### src/rtl/fetch_unit.sv
// Instruction fetch unit with a return-address stack.
// It presents the next fetch address combinationally to a synchronous program memory.
module fetch_unit #(
  parameter int unsigned ADDR_W       = 8,
  parameter int unsigned INS_W        = 24,
  parameter int unsigned RAS_DEPTH    = 4,
  parameter int unsigned RESET_VECTOR = 0
) (
  input  logic                             clk,
  input  logic                             reset,
  input  logic                             stall,
  input  logic                             flush,
  input  logic                             jmp_en,
  input  logic                             call_en,
  input  logic                             ret_en,
  input  logic [ADDR_W-1:0]                jmp_loc,
  output logic [ADDR_W-1:0]                mem_addr,
  input  logic [INS_W-1:0]                 mem_data,
  output logic [ADDR_W-1:0]                cur_addr,
  output logic [INS_W-1:0]                 ins,
  output logic                             ins_valid,
  output logic [$clog2(RAS_DEPTH+1)-1:0]   ras_count,
  output logic                             ras_overflow,
  output logic                             ras_underflow
);

  localparam int unsigned CNT_W = $clog2(RAS_DEPTH + 1);

  logic [ADDR_W-1:0] fetch_pc;
  logic [ADDR_W-1:0] stack [RAS_DEPTH];
  logic [CNT_W-1:0]  count;
  logic              valid;
  logic              overflow;
  logic              underflow;

  logic              ret_hit;
  logic              ret_empty;
  logic              do_call;
  logic              do_jmp;
  logic              stack_full;
  logic [ADDR_W-1:0] push_addr;

  // A ret_en with an empty stack blocks call_en/jmp_en and falls through to stall/increment.
  assign ret_hit    = ret_en && (count != {CNT_W{1'b0}});
  assign ret_empty  = ret_en && (count == {CNT_W{1'b0}});
  assign do_call    = call_en && !ret_en;
  assign do_jmp     = jmp_en && !ret_en && !call_en;
  assign stack_full = (count == CNT_W'(RAS_DEPTH));
  assign push_addr  = fetch_pc + ADDR_W'(1);

  // Next-fetch address selection.
  always_comb begin
    mem_addr = fetch_pc + ADDR_W'(1);
    if (reset) begin
      mem_addr = ADDR_W'(RESET_VECTOR);
    end else if (ret_hit) begin
      mem_addr = stack[0];
    end else if (do_call || do_jmp) begin
      mem_addr = jmp_loc;
    end else if (stall) begin
      mem_addr = fetch_pc;
    end else begin
      mem_addr = fetch_pc + ADDR_W'(1);
    end
  end

  // Fetch pointer, validity, return stack (entry 0 is the top) and sticky flags.
  always_ff @(posedge clk or posedge reset) begin
    if (reset) begin
      fetch_pc  <= ADDR_W'(RESET_VECTOR);
      valid     <= 1'b0;
      count     <= {CNT_W{1'b0}};
      overflow  <= 1'b0;
      underflow <= 1'b0;
      for (int i = 0; i < int'(RAS_DEPTH); i++) begin
        stack[i] <= {ADDR_W{1'b0}};
      end
    end else begin
      fetch_pc <= mem_addr;
      valid    <= !flush;
      if (ret_hit) begin
        for (int i = 0; i < int'(RAS_DEPTH) - 1; i++) begin
          stack[i] <= stack[i+1];
        end
        stack[RAS_DEPTH-1] <= {ADDR_W{1'b0}};
        count <= count - CNT_W'(1);
      end else if (do_call) begin
        // Shifting down discards the oldest entry when the stack is full.
        for (int i = int'(RAS_DEPTH) - 1; i > 0; i--) begin
          stack[i] <= stack[i-1];
        end
        stack[0] <= push_addr;
        if (stack_full) begin
          overflow <= 1'b1;
        end else begin
          count <= count + CNT_W'(1);
        end
      end else if (ret_empty) begin
        underflow <= 1'b1;
      end else begin
        count <= count;
      end
    end
  end

  assign cur_addr      = fetch_pc;
  assign ins           = valid ? mem_data : {INS_W{1'b0}};
  assign ins_valid     = valid;
  assign ras_count     = count;
  assign ras_overflow  = overflow;
  assign ras_underflow = underflow;

endmodule

### config.mk
export PLATFORM = sky130hd
export DESIGN_NAME = fetch_unit
export DESIGN_NICKNAME = d
export VERILOG_FILES = /design/src/rtl/fetch_unit.sv
export SDC_FILE = /design/constraint.sdc
export NUM_CORES = 1
export LEC_CHECK = 0
export BUFFER_PORTS_ARGS = -buffer_cell sky130_fd_sc_hd__buf_2
export CORE_ASPECT_RATIO = 0.8
export CORE_MARGIN = 2
export CORE_UTILIZATION = 25
export CTS_CLUSTER_DIAMETER = 200
export DETAILED_ROUTE_END_ITERATION = 8
export GPL_TIMING_DRIVEN = 1
export MAX_ROUTING_LAYER = met4
export PLACE_DENSITY_LB_ADDON = 0.3
export SLEW_MARGIN = 20
export SYNTH_ARGS = -nofsm -noshare
export SYNTH_HDL_FRONTEND = slang
export SYNTH_SLANG_ARGS = --single-unit
### constraint.sdc
create_clock -name clk -period 5.63 [get_ports clk]
set_input_delay 1.689 -clock clk [delete_from_list [all_inputs] [get_ports clk]]
set_output_delay 1.689 -clock clk [all_outputs]
set_load 0.05 [all_outputs]
==> results.py, run 1 <==
metrics = {
    "outcome": {
        "outcome": "completed",
    },
    "worst_setup_path": {
        "cp_max_fo": 14,
        "critical_path_class": "in2out",
        "r2r_cells": 4,
        "endpoint_kind": "output port",
        "crit_arrival_ns": 3.27,
        "r2r_slack_ns": 3.77,
        "rr_startpoint": "ras_count[2]",
        "crit_required_ns": 3.94,
        "worst_setup_path_start_kind": "primary input",
        "r2r_end": "ras_count[1]",
    },
    "drt": {
        "first_iter_violations": 97,
        "dr.pass1.iters": 4,
        "routed_wirelength_mm": 6.403,
        "vias_per_cell": 4.727,
        "route.detailed.drc": 0,
        "post_drt_wl_per_cell_um": 13.86,
        "drtAntennaViolNets": 0,
        "vias": 2184,
    },
    "sta": {
        "hold_viol_final": 0,
        "fin_crit_sh_pct": 88.08,
        "fin_ws_ns": 0.6709,
        "fmax_mhz": 201.6,
        "worst_slew_pin_slew_ns": 0.7436,
        "setup_viol": 0,
        "hold_ws_ns": 0.4660,
        "final_max_slew_viol_count": 0,
        "setup-tns-final_ns": 0,
        "max_slew_margin_pct": 50.43,
        "fin_crit_ns": 4.959,
        "skew_ns": 0.003075,
        "rsz0062_at_grt": "no",
    },
    "power_and_ir_drop": {
        "powerDensity_nw_per_um2": 442.1,
        "swShare_pct": 41.92,
        "p_switching_mw": 0.5751,
        "ir_drop_mv": 0.1583,
        "intPower_mw": 0.7967,
        "leakagePower_nw": 1.541,
        "seq_power_share_pct": 39.6,
        "p_clk_share_pct": 24.2,
        "pwr-share-comb_pct": 36.1,
    },
    "logic_synthesis": {
        "syn-num-nets": 306,
        "ys_types": 47,
        "synth_cells": 265,
        "synth_warnings": 0,
        "synth.avg_cell_area_um2": 9.207,
        "yosys_register_bits": 46,
        "synth_ff_type": "dfrtp_1",
        "synth_seq_area_share_pct": 47.18,
        "synth_edf_count": 0,
        "synthArstFlopShare_pct": 100.0,
        "synth_area_um2": 2440,
    },
    "grt": {
        "antenna_found_initial": 0,
        "overflow": 0,
        "gr-usage-all-layers_pct": 12.62,
        "grt_max_degree": 28,
        "grt_pass1_vias": 2070,
        "grt_pass1_wl_mm": 10.29,
    },
    "layout": {
        "final_common_cell": "buf_2",
        "fillCellCount": 1009,
        "layout-drive-gt1-share_pct": 30.61,
        "ff_latch_area_um2": 1151,
        "layout.nets": 383,
        "n_antenna_cell": 0,
        "mostFrequentLayoutCells": "84 x buf_2, 58 x nand2_1, 46 x dfrtp_1, 24 x and2_1, 22 x a22oi_1",
        "area_delta_synth_final_pct": 27.18,
        "multi_input_area_um2": 1161,
        "design_area_um2": 3103,
        "final_cells": 462,
    },
    "clock_tree": {
        "cts_buffers": 5,
        "clockRootBuffer": "clkbuf_16",
        "cts_setup_buffers": 0,
        "clockBufferDepth": 2,
        "cts_tree": "done",
        "htreeDepth": 2,
        "insertion_delay_ns": 0.28,
        "numClockSinks": 46,
        "ctsHoldBuffers": 0,
        "path_clk_slew_ns": 0.06,
        "post_cts_resized": 0,
    },
    "floorplan": {
        "die-area_um2": 10570,
        "rows": 32,
        "die_w_um": 114.5,
        "die_h_um": 92.36,
        "core_area_um2": 9569,
        "ios": 85,
        "start_util_pct": 25.50,
    },
    "hold_path": {
        "hp-start": "ras_underflow",
        "hold_end": "ras_underflow",
        "holdCritPathClass": "reg2reg",
        "hold_depth": 1,
    },
    "placement": {
        "pre_cts_ws_ns": 0.7232,
        "io_buffer_count": 84,
        "gp_congestion": 0.7806,
        "place_inst": 454,
        "placed_area_um2": 2938,
        "dpl.hpwl_mm": 4.699,
    },
    "run": {
        "maxCapViolCount": 0,
    },
}
[cell families (layout without fill, tap and decap cells)]
kind of cell | after synthesis | in the layout | synth area share (%)
simple gates | 121 | 121 | 23.95
mux | 1 | 1 | 0.4103
buf+inv | 24 | 102 | 5.333
fa+ha+maj | 2 | 2 | 1.333
xor+xnor | 13 | 13 | 4.667
flops | 46 | 46 | 47.18
compound gates | 58 | 58 | 17.13
[how the worst max path moves through the flow]
stage                 start     endpoint  slack [ns]  cells past startpoint
global route        call_en  mem_addr[2]        0.49                      6
floorplan            ret_en  mem_addr[0]        0.34                      6
global placement     jmp_en  mem_addr[2]        0.86                      6
detailed placement  call_en  mem_addr[2]        0.72                      6
CTS                 call_en  mem_addr[2]        0.72                      6
finish              call_en  mem_addr[2]        0.67                      6
[stage by stage]
| stage | utilization (%) | power, mW |
|---|---|---|
| final | 32.43 | 1.372 |
| after global routing | 32.43 | 1.460 |
| after CTS | 32.43 | 1.386 |
| after detailed placement | 30.70 | 1.050 |
| after global placement | 30.70 | 1.042 |
| after floorplan | - | 0.9202 |
[critical path, stage by stage]
cell and delay (ns):
buf_2 0.12, o21bai_2 0.47, nor2_1 0.07, a2111oi_0 0.47, a31o_1 0.18, buf_2 0.26
[final cells by class]
class | instances | area share [%]
inverters | 5 | 0.6048
repair buffers | 89 | 14.76
well taps | 119 | 4.798
clock buffers | 5 | 4.032
flip-flops and latches | 46 | 37.10
multi-input cells | 195 | 37.42
clock inverters | 3 | 1.290
[Yosys cell counts, types with 3 or more instances]
library cell / number / area, um^2
a21oi_1: 3 / 15.01
buf_2: 7 / 35.03
o21ai_1: 7 / 35.03
xor2_1: 3 / 26.28
a31oi_1: 3 / 18.77
o21ai_0: 4 / 20.02
clkbuf_1: 6 / 22.52
xnor2_1: 10 / 87.58
a31o_1: 3 / 26.28
nor2b_1: 3 / 18.77
dfrtp_1: 46 / 1151
a221o_1: 3 / 30.03
nand3_1: 11 / 55.05
nand2_1: 58 / 217.7
inv_1: 3 / 11.26
and2_1: 24 / 150.1
nor2_1: 13 / 48.80
nor3b_1: 3 / 22.52
a22oi_1: 22 / 165.2
[metal layers]
| metal | share of wire, % | GRT usage (%) | vias to the layer above | routed length [um] |
|---|---|---|---|---|
| met5 | 0 | - | - | 0 |
| met4 | 0.92 | 2.846 | 0 | 59 |
| met3 | 6.4 | 2.683 | 7 | 407 |
| met2 | 45 | 19.87 | 85 | 2884 |
| met1 | 48 | 16.78 | 1032 | 3051 |
| li1 | - | - | 1060 | - |
[state kept, by name (all words and copies together), names as in the netlist]
signal         flops
ras_underflow      1
ras_count          3
cur_addr           8
stack             32
ins_valid          1
ras_overflow       1
[power by group through the flow]
stage | registers, mW | logic (mW) | clock network (mW)
floorplan | 0.610 | 0.311 | 0
global placement | 0.548 | 0.495 | 0
detailed placement | 0.549 | 0.501 | 0
CTS | 0.544 | 0.501 | 0.341
global route | 0.560 | 0.542 | 0.358
finish | 0.544 | 0.496 | 0.332
Power figures use the tool's default switching activity.
==> run 2: changes to the inputs <==
==> constraint.sdc (replaced) <==
create_clock -name clk -period 4.9 [get_ports clk]
set_input_delay 1.47 -clock clk [delete_from_list [all_inputs] [get_ports clk]]
set_output_delay 1.47 -clock clk [all_outputs]
set_load 0.05 [all_outputs]
==> results.py, run 2 (synthesis results as in run 1) <==
metrics = {
    "floorplan": {
        "rows": 32,
        "die-area_um2": 10570,
        "die_w_um": 114.5,
        "ios": 85,
        "core_area_um2": 9569,
        "start_util_pct": 25.50,
        "die_h_um": 92.36,
    },
    "sta": {
        "final_max_slew_viol_count": 0,
        "setup_viol": 0,
        "fin_crit_ns": 4.428,
        "fmax_mhz": 225.9,
        "worst_slew_pin_slew_ns": 0.7555,
        "hold_viol_final": 0,
        "fin_crit_sh_pct": 90.36,
        "rsz0062_at_grt": "no",
        "skew_ns": 0.004544,
        "setup-tns-final_ns": 0,
        "max_slew_margin_pct": 49.64,
    },
    "clock_tree": {
        "ctsHoldBuffers": 0,
        "clockBufferDepth": 2,
        "cts_setup_buffers": 0,
        "insertion_delay_ns": 0.29,
        "post_cts_resized": 0,
        "cts_buffers": 5,
        "numClockSinks": 46,
        "clockRootBuffer": "clkbuf_16",
        "cts_tree": "done",
        "path_clk_slew_ns": 0.06,
        "htreeDepth": 2,
    },
    "worst_setup_path": {
        "slowest_stage": "o21bai_2",
        "cp-startpoint": "call_en",
        "worstSetupPathDepth": 6,
        "cp_max_fo": 14,
        "cp_slowest_stage_delay_ns": 0.45,
        "rr_startpoint": "ras_count[2]",
        "endpoint_kind": "output port",
        "crit_path_cell_trace": "buf_2 > o21bai_2 > nor2_1 > a2111oi_0 > a31o_1 > buf_2",
        "cpLargestDelayFamily": "compound AO/OA/AOI/OAI gates",
        "r2r_slack_ns": 2.96,
        "crit_arrival_ns": 2.96,
        "crit_required_ns": 3.43,
        "cp_common_cell": "buf_2",
        "r2r_cells": 5,
        "r2r_end": "stack[29]",
        "worst_setup_path_start_kind": "primary input",
        "path_buf_inv": 2,
        "critical_path_class": "in2out",
    },
    "power_and_ir_drop": {
        "pwr-share-comb_pct": 35.9,
        "ir_drop_mv": 0.1854,
        "swShare_pct": 42.32,
        "intPower_mw": 0.9162,
        "seq_power_share_pct": 39.2,
        "leakagePower_nw": 1.534,
        "p_switching_mw": 0.6722,
        "powerDensity_nw_per_um2": 511.1,
        "p_clk_share_pct": 24.9,
    },
    "placement": {
        "io_buffer_count": 84,
        "dpl.hpwl_mm": 4.686,
        "gp_congestion": 0.7821,
        "placed_area_um2": 2938,
    },
    "grt": {
        "gr-usage-all-layers_pct": 13.01,
        "antenna_found_initial": 0,
        "grt_max_degree": 35,
        "grt_pass1_wl_mm": 10.45,
        "overflow": 0,
        "grt_pass1_vias": 2057,
    },
    "hold_path": {
        "hold_end": "ras_overflow",
        "hp-start": "ras_overflow",
        "holdCritPathClass": "reg2reg",
        "hold_depth": 1,
    },
    "layout": {
        "fillCellCount": 958,
        "regMostFlops": "stack",
        "area_delta_synth_final_pct": 27.38,
        "mostFrequentLayoutCells": "84 x buf_2, 58 x nand2_1, 46 x dfrtp_1, 24 x and2_1, 22 x a22oi_1",
        "layout.nets": 383,
        "n_antenna_cell": 0,
        "final_common_cell": "buf_2",
        "layout-drive-gt1-share_pct": 30.61,
        "largest_reg_flops": 32,
        "design_area_um2": 3108,
    },
    "drt": {
        "route.detailed.drc": 0,
        "routed_wirelength_mm": 6.493,
        "dr.pass1.iters": 5,
        "vias": 2205,
        "first_iter_violations": 103,
        "vias_per_cell": 4.773,
        "drtAntennaViolNets": 0,
        "post_drt_wl_per_cell_um": 14.05,
    },
    "run": {
        "maxCapViolCount": 0,
    },
    "outcome": {
        "outcome": "completed",
    },
}
[run 2: final cells by class]
class | count | area [um^2] | area share [%]
Clock buffer | 5 | 125.1 | 4.026
Clock inverter | 3 | 45.04 | 1.449
Inverter | 5 | 18.77 | 0.6039
Multi-Input combinational cell | 195 | 1161 | 37.36
Sequential cell | 46 | 1151 | 37.04
Tap cell | 119 | 148.9 | 4.791
Timing Repair Buffer | 89 | 457.9 | 14.73
[run 2: how the worst max path moves through the flow]
stage	to	slack [ns]
finish	mem_addr[2]	0.47
global route	mem_addr[2]	0.23
CTS	mem_addr[2]	0.47
detailed placement	mem_addr[2]	0.48
global placement	mem_addr[2]	0.57
floorplan	mem_addr[0]	0.05
[run 2: metrics by stage]
step / utilization (%) / setup slack, ns / total power [mW] / hold WS, ns / instances
finish: 32.48 / 0.4724 / 1.588 / 0.4730 / 462
global route: 32.48 / 0.2325 / 1.693 / 0.4957 / 462
CTS: 32.48 / 0.4718 / 1.604 / 0.4748 / 462
detailed placement: 30.70 / 0.4827 / 1.204 / 0.4587 / 454
global placement: 30.70 / 0.5720 / 1.193 / 0.4367 / 454
floorplan: - / 0.05072 / 1.057 / 0.4611 / 265
[run 2: routing by layer]
layer | share of wire (%) | global-route usage [%] | up-vias
li1 | - | - | 1062
met1 | 46 | 16.69 | 1056
met2 | 47 | 20.56 | 78
met3 | 6.3 | 3.010 | 9
met4 | 1.2 | 3.862 | 0
met5 | 0 | - | -
[run 2: power groups by stage]
stage | clock, mW | sequential, mW | combinational, mW
floorplan | 0 | 0.700 | 0.357
global placement | 0 | 0.626 | 0.567
detailed placement | 0 | 0.629 | 0.574
CTS | 0.405 | 0.623 | 0.576
global route | 0.420 | 0.643 | 0.631
finish | 0.395 | 0.623 | 0.570
==> run 3: changes to the inputs <==
--- a/config.mk
+++ b/config.mk
@@ -5,6 +5,7 @@
 export SDC_FILE = /design/constraint.sdc
 export NUM_CORES = 1
 export LEC_CHECK = 0
+export ABC_AREA = 1
 export BUFFER_PORTS_ARGS = -buffer_cell sky130_fd_sc_hd__buf_2
 export CORE_ASPECT_RATIO = 0.8
 export CORE_MARGIN = 2
@@ -14,7 +15,9 @@
 export GPL_TIMING_DRIVEN = 1
 export MAX_ROUTING_LAYER = met4
 export PLACE_DENSITY_LB_ADDON = 0.3
+export RECOVER_POWER = 100
 export SLEW_MARGIN = 20
 export SYNTH_ARGS = -nofsm -noshare
 export SYNTH_HDL_FRONTEND = slang
 export SYNTH_SLANG_ARGS = --single-unit
+export TNS_END_PERCENT = 20
==> results.py, run 3 <==
metrics = {
    "outcome": {
        "outcome": "completed",
    },
    "floorplan": {
        "ios": 85,
        "core_area_um2": 9609,
        "die_w_um": 115.1,
        "die-area_um2": 10700,
        "rows": 32,
        "start_util_pct": 25.70,
        "die_h_um": 92.90,
    },
    "layout": {
        "area_delta_synth_final_pct": 24.42,
        "layout.nets": 441,
        "fillCellCount": 1068,
        "regMostFlops": "stack",
        "n_antenna_cell": 0,
        "final_common_cell": "nand2_1",
        "design_area_um2": 3073,
        "mostFrequentLayoutCells": "105 x nand2_1, 57 x inv_1, 47 x clkbuf_1, 46 x dfrtp_1, 39 x buf_2",
        "layout-drive-gt1-share_pct": 14.21,
        "largest_reg_flops": 32,
    },
    "hold_path": {
        "hold_end": "ras_underflow",
        "holdCritPathClass": "reg2reg",
        "hold_depth": 1,
        "hp-start": "ras_underflow",
    },
    "drt": {
        "post_drt_wl_per_cell_um": 12.32,
        "routed_wirelength_mm": 6.407,
        "first_iter_violations": 131,
        "vias": 2274,
        "drtAntennaViolNets": 0,
        "vias_per_cell": 4.373,
        "route.detailed.drc": 0,
        "dr.pass1.iters": 4,
    },
    "logic_synthesis": {
        "yosys-top-cells-area": "dfrtp_1 47%, nand2_1 16%, inv_1 8.5%",
        "synthXorXnorAreaFrac_pct": 1.064,
        "yosysTopAreaCellShare_pct": 46.61,
        "syn-num-nets": 358,
        "synth_area_um2": 2470,
        "synth_top_family_by_area": "simple AND/OR/NAND/NOR gates",
        "synth_seq_area_share_pct": 46.61,
        "synth.avg_cell_area_um2": 7.791,
        "yosys.area_share.adder_pct": 1.317,
        "synth.area.mux_share_pct": 0,
        "yosys_register_bits": 46,
        "synth_warnings": 0,
        "synth_compound_area_share_pct": 16.31,
        "yosysMostFrequentCell": "nand2_1",
        "synth_edf_count": 0,
        "synth_cells": 317,
        "synth_ff_type": "dfrtp_1",
        "ys_types": 27,
        "synth_simple_gate_area_share_pct": 22.04,
        "yosysTopAreaCell": "dfrtp_1",
        "synthArstFlopShare_pct": 100.0,
        "yosys-top-cells-count": "104 x nand2_1, 56 x inv_1, 46 x dfrtp_1",
    },
    "worst_setup_path": {
        "critical_path_class": "in2out",
        "worst_setup_path_start_kind": "primary input",
        "rr_startpoint": "ras_count[0]",
        "crit_path_cell_trace": "clkbuf_1 > inv_1 > nand2_4 > nand2_2 > nand2_1 > a31oi_1 > clkbuf_1",
        "cp_slowest_stage_delay_ns": 0.49,
        "crit_required_ns": 3.43,
        "r2r_end": "stack[30]",
        "cp_common_cell": "clkbuf_1",
        "r2r_cells": 7,
        "endpoint_kind": "output port",
        "crit_arrival_ns": 2.95,
        "cp_max_fo": 22,
        "r2r_slack_ns": 2.27,
        "slowest_stage": "clkbuf_1",
    },
    "sta": {
        "setup_viol": 0,
        "max_slew_margin_pct": 53.46,
        "fin_crit_sh_pct": 90.18,
        "setup-tns-final_ns": 0,
        "hold_viol_final": 0,
        "rsz0062_at_grt": "no",
        "worst_slew_pin_slew_ns": 0.6981,
        "hold_ws_ns": 0.4756,
        "skew_ns": 0.006785,
        "fmax_mhz": 226.3,
        "final_max_slew_viol_count": 0,
        "fin_crit_ns": 4.419,
    },
    "grt": {
        "grt_max_degree": 36,
        "grt_pass1_vias": 2179,
        "gr-usage-all-layers_pct": 12.50,
        "overflow": 0,
        "grt_pass1_wl_mm": 10.32,
        "antenna_found_initial": 0,
    },
    "clock_tree": {
        "numClockSinks": 46,
        "cts_setup_buffers": 0,
        "post_cts_resized": 0,
        "ctsHoldBuffers": 0,
        "cts_buffers": 5,
        "cts_tree": "done",
        "path_clk_slew_ns": 0.07,
        "htreeDepth": 2,
        "clockRootBuffer": "clkbuf_16",
        "clockBufferDepth": 2,
        "insertion_delay_ns": 0.29,
    },
    "placement": {
        "placed_area_um2": 2995,
        "io_buffer_count": 84,
        "dpl.hpwl_mm": 4.663,
        "gp_congestion": 0.7782,
    },
    "power_and_ir_drop": {
        "powerDensity_nw_per_um2": 522.2,
        "ir_drop_mv": 0.3639,
        "finalPower_mw": 1.605,
        "leakagePower_nw": 1.572,
    },
    "run": {
        "maxCapViolCount": 0,
    },
}
-- run 3: changes by cell type in the layout (fill, tap and decap cells not counted), moves of 6 or more --
cell	change
a21oi_1	+9
a22oi_1	-22
and2_1	-24
buf_2	-45
clkbuf_1	+47
inv_1	+54
nand2_1	+47
o211ai_1	+6
o21ai_0	+16
o21ai_1	-6
o221ai_1	+17
xnor2_1	-10
-- run 3: worst max-delay path by stage --
stage	from	endpoint	cells past startpoint
6_report	ret_en	mem_addr[0]	7
5_1_grt	ret_en	mem_addr[4]	8
4_1_cts	ret_en	mem_addr[4]	8
3_5_place_dp	ret_en	mem_addr[4]	8
3_3_place_gp	ret_en	mem_addr[5]	8
2_1_floorplan	reset	mem_addr[0]	3
-- run 3: cell families after synthesis --
family | count (synthesis)
compound gates | 60
xor+xnor | 3
fa+ha+maj | 2
buf+inv | 74
flops | 46
simple gates | 132
-- run 3: worst max-delay path, delay by kind of cell --
kind	cells	cell delay, ns
AO/OA/AOI/OAI	1	0.21
AND/OR/NAND/NOR	3	0.49
buffers and inverters	3	0.76
-- run 3: per-stage QoR --
step	cells	worst slack, ns	util, %
6_report	520	0.4813	31.98
5_1_grt	520	0.2336	31.98
4_1_cts	520	0.5900	32.94
3_5_place_dp	512	0.5943	31.17
3_3_place_gp	512	0.6344	31.17
2_1_floorplan	317	0.3726	-
-- run 3: cell type report --
| cell class | instances | area (um^2) | area share [%] |
|---|---|---|---|
| clock buffer | 5 | 125.1 | 4.072 |
| multi-input combinational | 197 | 983.4 | 32.00 |
| tap | 119 | 148.9 | 4.845 |
| timing repair buffer | 88 | 381.6 | 12.42 |
| clock inverter | 3 | 45.04 | 1.466 |
| inverter | 62 | 237.7 | 7.736 |
| sequential | 46 | 1151 | 37.46 |
-- run 3: power breakdown --
part / internal, mW / switching (mW)
combinational: 0.160 / 0.460
sequential: 0.512 / 0.0826
clock: 0.241 / 0.149
-- run 3: layer usage --
layer	vias to the layer above	part of all wire, %	GRT usage, %
li1	1168	-	-
met4	0	0.80	3.414
met2	61	45	18.77
met3	5	5.9	3.010
met1	1040	49	16.87
met5	-	0	-
